[src/rtl/m31_adder_arbiter.sv]
// Round-robin arbiter that shares one two-stage M31 (p = 2^31-1) modular adder among NUM_REQ requesters.
// Each result is returned to the requester that issued it, with valid/ready backpressure on the result.
module m31_adder_arbiter #(
  parameter int NUM_REQ    = 4,
  parameter int DATA_WIDTH = 31,
  parameter int ID_WIDTH   = 2
) (
  input  logic                          clk,
  input  logic                          rst_n,
  input  logic [NUM_REQ-1:0]            req_valid,
  output logic [NUM_REQ-1:0]            req_ready,
  input  logic [NUM_REQ*DATA_WIDTH-1:0] req_a,
  input  logic [NUM_REQ*DATA_WIDTH-1:0] req_b,
  output logic [NUM_REQ-1:0]            rsp_valid,
  input  logic [NUM_REQ-1:0]            rsp_ready,
  output logic [DATA_WIDTH-1:0]         rsp_data,
  output logic [1:0]                    in_flight
);

  localparam logic [ID_WIDTH-1:0]   LAST_ID = ID_WIDTH'(NUM_REQ - 1);
  localparam logic [DATA_WIDTH-1:0] P_MOD   = {DATA_WIDTH{1'b1}};

  logic                  s1_v, s2_v;
  logic [DATA_WIDTH-1:0] s1_a, s1_b, s2_sum;
  logic [ID_WIDTH-1:0]   s1_owner, s2_owner, ptr;

  logic                  stall2, s1_free, accept, grant_found;
  logic [ID_WIDTH-1:0]   grant_idx;
  logic [DATA_WIDTH:0]   raw_sum;
  logic [DATA_WIDTH-1:0] folded, sum;

  assign stall2  = s2_v & ~rsp_ready[s2_owner];
  assign s1_free = ~s1_v | ~stall2;
  assign accept  = grant_found & s1_free & rst_n;

  // Scan from ptr downward in priority: the lowest offset is written last and wins.
  always_comb begin
    grant_found = 1'b0;
    grant_idx   = '0;
    for (int k = NUM_REQ - 1; k >= 0; k--) begin
      if (req_valid[ID_WIDTH'((int'(ptr) + k) % NUM_REQ)]) begin
        grant_found = 1'b1;
        grant_idx   = ID_WIDTH'((int'(ptr) + k) % NUM_REQ);
      end
    end
  end

  always_comb begin
    req_ready = '0;
    if (accept) req_ready[grant_idx] = 1'b1;
  end

  // End-around carry folds 2^31 back to 1; an all-ones result is the non-canonical zero.
  always_comb begin
    raw_sum = {1'b0, s1_a} + {1'b0, s1_b};
    folded  = raw_sum[DATA_WIDTH-1:0] + DATA_WIDTH'(raw_sum[DATA_WIDTH]);
    sum     = (folded == P_MOD) ? '0 : folded;
  end

  // NOTE: all state is updated with non-blocking assignments so every register
  // samples pre-edge values, regardless of statement order in the block.
  always_ff @(posedge clk) begin
    if (!rst_n) begin
      s1_v     <= 1'b0;
      s1_a     <= '0;
      s1_b     <= '0;
      s1_owner <= '0;
      s2_v     <= 1'b0;
      s2_sum   <= '0;
      s2_owner <= '0;
      ptr      <= '0;
    end else begin
      if (!stall2) begin
        s2_v <= s1_v;
        if (s1_v) begin
          s2_sum   <= sum;
          s2_owner <= s1_owner;
        end
      end
      if (s1_free) begin
        s1_v <= accept;
        if (accept) begin
          s1_a     <= req_a[grant_idx*DATA_WIDTH +: DATA_WIDTH];
          s1_b     <= req_b[grant_idx*DATA_WIDTH +: DATA_WIDTH];
          s1_owner <= grant_idx;
        end
      end
      if (accept) ptr <= (grant_idx == LAST_ID) ? '0 : grant_idx + 1'b1;
    end
  end

  always_comb begin
    rsp_valid = '0;
    if (s2_v) rsp_valid[s2_owner] = 1'b1;
  end

  assign rsp_data  = s2_sum;
  assign in_flight = {1'b0, s1_v} + {1'b0, s2_v};

endmodule

[config.mk]
export PLATFORM = sky130hd
export DESIGN_NAME = m31_adder_arbiter
export DESIGN_NICKNAME = d
export VERILOG_FILES = /design/src/rtl/m31_adder_arbiter.sv
export SDC_FILE = /design/constraint.sdc
export NUM_CORES = 1
export LEC_CHECK = 0
export ABC_CLOCK_PERIOD_IN_PS = 5600
export BUFFER_PORTS_ARGS = -buffer_cell sky130_fd_sc_hd__buf_2
export CAP_MARGIN = 5
export CELL_PAD_IN_SITES_DETAIL_PLACEMENT = 1
export CELL_PAD_IN_SITES_GLOBAL_PLACEMENT = 1
export CORE_MARGIN = 2
export CORE_UTILIZATION = 35
export CTS_BUF_LIST = sky130_fd_sc_hd__clkbuf_16
export DETAILED_ROUTE_END_ITERATION = 10
export PLACE_DENSITY = 0.85
export SYNTH_ARGS = -nofsm -noshare
export SYNTH_HDL_FRONTEND = slang
export SYNTH_SLANG_ARGS = --single-unit
[constraint.sdc]
create_clock -name clk -period 5.6 [get_ports clk]
set_input_delay 1.68 -clock clk [delete_from_list [all_inputs] [get_ports clk]]
set_output_delay 1.68 -clock clk [all_outputs]
set_load 0.02 [all_outputs]
==> results.json <==
{
  "synth_commonest_cells": "nor2_1, nand2_1, o21ai_0, nand3_1, dfxtp_1",
  "whs_endpoint": "rsp_data[28]$_SDFFE_PN0P_",
  "die_area_um2": 25400,
  "die_h_um": 159,
  "track_usage_pct": 24.6,
  "yosysTopAreaCellShare_pct": 23.9,
  "area_growth_syn_to_layout_pct": 24.4,
  "dp_hpwl_um": 25500,
  "fin_ws_ns": 0.344,
  "postSynth.asyncResetShare_pct": 0,
  "worst_slew_pin_slew_ns": 1.12,
  "die_w_um": 159,
  "outcome": "complete, no violations",
  "synth.top_cells.by_area": "dfxtp_1, nor2_1, o21ai_0, nand2_1, nand3_1",
  "io_buffer_count": 298,
  "cap_violations": 0,
  "dpl.cell_count": 1860,
  "critPathCaptureType": "register",
  "setup_violations": 0,
  "cts_tree": "done",
  "holdBufCountCts": 0,
  "cts_max_level": 3,
  "fin_skew_ns": 0.0150,
  "r2r_cells": 20,
  "synth_top_cell_by_area": "dfxtp_1",
  "ir_worst_vdd_uv": 175,
  "drt_iter0_markers": 521,
  "via_per_inst": 5.40,
  "ios": 299,
  "cts_buffers": 9,
  "ys_warn_count": 0,
  "rows": 56,
  "total_leakage_power_nw": 4.74,
  "grt_pass1_vias": 10200,
  "path_clk_slew_ns": 0.07,
  "syn_area_um2": 8450,
  "grt_use_met1_pct": 31.2,
  "fin_nets": 1851,
  "grt_max_degree": 118,
  "reg2reg_to": "rsp_data[2]$_SDFFE_PN0P_",
  "finalPower_mw": 3.52,
  "syn_area_per_cell_um2": 6.44,
  "use_met3_pct": 4.40,
  "detail-route-antenna-nets": 0,
  "drive_above_1_share_pct": 23.5,
  "setup_tns_ns": 0,
  "critPathKind": "reg -> reg",
  "worstHoldPathCells": 2,
  "min_path_type": "reg -> reg",
  "finalHoldViolCount": 0,
  "synth-seq-cells": 101,
  "gr-max-usage-layer": "met2",
  "r2r_start": "s1_a[8]$_SDFFE_PN0P_",
  "cts.sinks": 101,
  "fmax_mhz": 190,
  "fin_cells": 1881,
  "antenna_found_initial": 4,
  "drv_slew": 0,
  "timing.hold.ws_ns": 0.459,
  "synth_ff_type": "dfxtp_1",
  "p_per_area_nw_per_um2": 335,
  "wl_per_cell_um": 16.9,
  "clk_latency_ns": 0.37,
  "gp_congestion": 0.886,
  "core_area_um2": 23600,
  "drcViolationCount": 0,
  "crit_path_max_fanout": 24,
  "clock_path_buffers": 2,
  "initial_core_util_pct": 35.8,
  "start_kind": "register",
  "synth_edf_count": 0,
  "fin_crit_sh_pct": 93.9,
  "rrSetupSlack_ns": 0.34,
  "slew_headroom_pct": 24.2,
  "grt_pass1_wl_um": 51600,
  "period_needed_ns": 5.26,
  "vias": 10200,
  "wl_um": 31800,
  "clock-root-buffer": "clkbuf_16",
  "dp_slack_ns": 0.212,
  "arrival_ns": 5.49,
  "yosysMostFrequentCell": "nor2_1",
  "rsz0062_at_grt": "no",
  "drt_first_pass_iters": 4,
  "synth_cell_types": 79,
  "required_ns": 5.84,
  "hold_start": "rsp_data[28]$_SDFFE_PN0P_",
  "met2_usage_pct": 43.0,
  "yosysSeqAreaShare_pct": 23.9,
  "overflow": 0,
  "synthCells": 1313,
  "postSynthNetCount": 1610
}
placed cells by master, fill, tap and decap left out, types with 17 or more instances in the layout:
master / instances
a21oi_1: 49
nor2_1: 267
ha_1: 38
dfxtp_1: 101
buf_2: 298
xnor2_1: 28
xor2_1: 17
o21ai_0: 149
nor3_1: 22
inv_1: 18
nand3_1: 142
buf_4: 19
nand2_1: 197
timing repair:
item | CTS | global route
buffers inserted | 0 | 2
gates resized for setup | 0 | 5
endpoints found under the hold margin | 0 | 0
setup endpoints to repair | 0 | 30
through the flow:
step | utilization, % | area (um2)
after floorplan | - | 8450
after global placement | 43.1 | 10200
after detailed placement | 43.1 | 10200
after CTS | 44.3 | 10500
after global routing | 44.5 | 10500
final | 44.5 | 10500
critical path: stages, from the launching register on:
cell and delay, ns:
dfxtp_1 0.33, ha_1 0.43, a21oi_1 0.25, o21ai_0 0.22, a32oi_1 0.27, o2111ai_1 0.18, a31oi_1 0.29, o21bai_1 0.10
a21o_1 0.18, ha_1 0.20, ha_1 0.20, xor2_1 0.23, nand4_1 0.11, or4_1 0.41, nor3_1 0.15, o2111ai_1 0.13
or4_1 0.55, a211o_1 0.34, nor4_4 0.30, buf_12 0.20, nor4_1 0.07
sequential cells by signal, summed over array words and instances, names as in the netlist:
| name | flops |
|---|---|
| s2_owner | 2 |
| ptr | 2 |
| s1_b | 31 |
| s1_owner | 2 |
| s2_v | 1 |
| s1_v | 1 |
| rsp_data | 31 |
| s1_a | 31 |
worst max path at each step:
| stage | startpoint | cells after the start | endpoint |
|---|---|---|---|
| floorplan | req_valid[0] | 9 | req_ready[1] |
| finish | s1_a[8]$_SDFFE_PN0P_ | 20 | rsp_data[2]$_SDFFE_PN0P_ |
| CTS | s1_a[8]$_SDFFE_PN0P_ | 20 | rsp_data[16]$_SDFFE_PN0P_ |
| global placement | s1_a[8]$_SDFFE_PN0P_ | 21 | rsp_data[1]$_SDFFE_PN0P_ |
| global route | s1_a[8]$_SDFFE_PN0P_ | 20 | rsp_data[2]$_SDFFE_PN0P_ |
| detailed placement | s1_a[8]$_SDFFE_PN0P_ | 20 | rsp_data[16]$_SDFFE_PN0P_ |
per-layer routing:
| metal | routed length [um] | vias to the layer above | share of wire (%) |
|---|---|---|---|
| met5 | 11 | - | 0.035 |
| met4 | 617 | 2 | 1.9 |
| met3 | 1480 | 37 | 4.6 |
| met2 | 15500 | 233 | 49 |
| met1 | 14200 | 4812 | 45 |
| li1 | - | 5071 | - |
power breakdown:
part	internal [mW]	total (mW)	switching [mW]
combinational	0.693	1.95	1.26
sequential	0.850	0.939	0.0897
clock	0.313	0.629	0.316
area by class of cell:
cell class | count | area, um2
Multi-Input combinational cell | 1105 | 6070
Clock buffer | 9 | 225
Antenna cell | 3 | 7.51
Sequential cell | 101 | 2020
Clock inverter | 7 | 68.8
Inverter | 19 | 73.8
Tap cell | 319 | 399
Timing Repair Buffer | 318 | 1650
Fill cell | 3266 | 13100
logic make-up (layout without fill, tap and decap cells):
group	after synthesis	count (layout)	share of synthesized area [%]
AOI/OAI and AO/OA	295	295	21.2
xor gates and xnor gates	46	46	4.85
adders and majority gates	39	39	5.86
buffers and inverters	107	353	5.09
DFF	101	101	23.9
muxes	8	8	1.12
other	0	3	0
and+or+nand+nor	717	717	37.9
(Power assumes the default switching activity.)
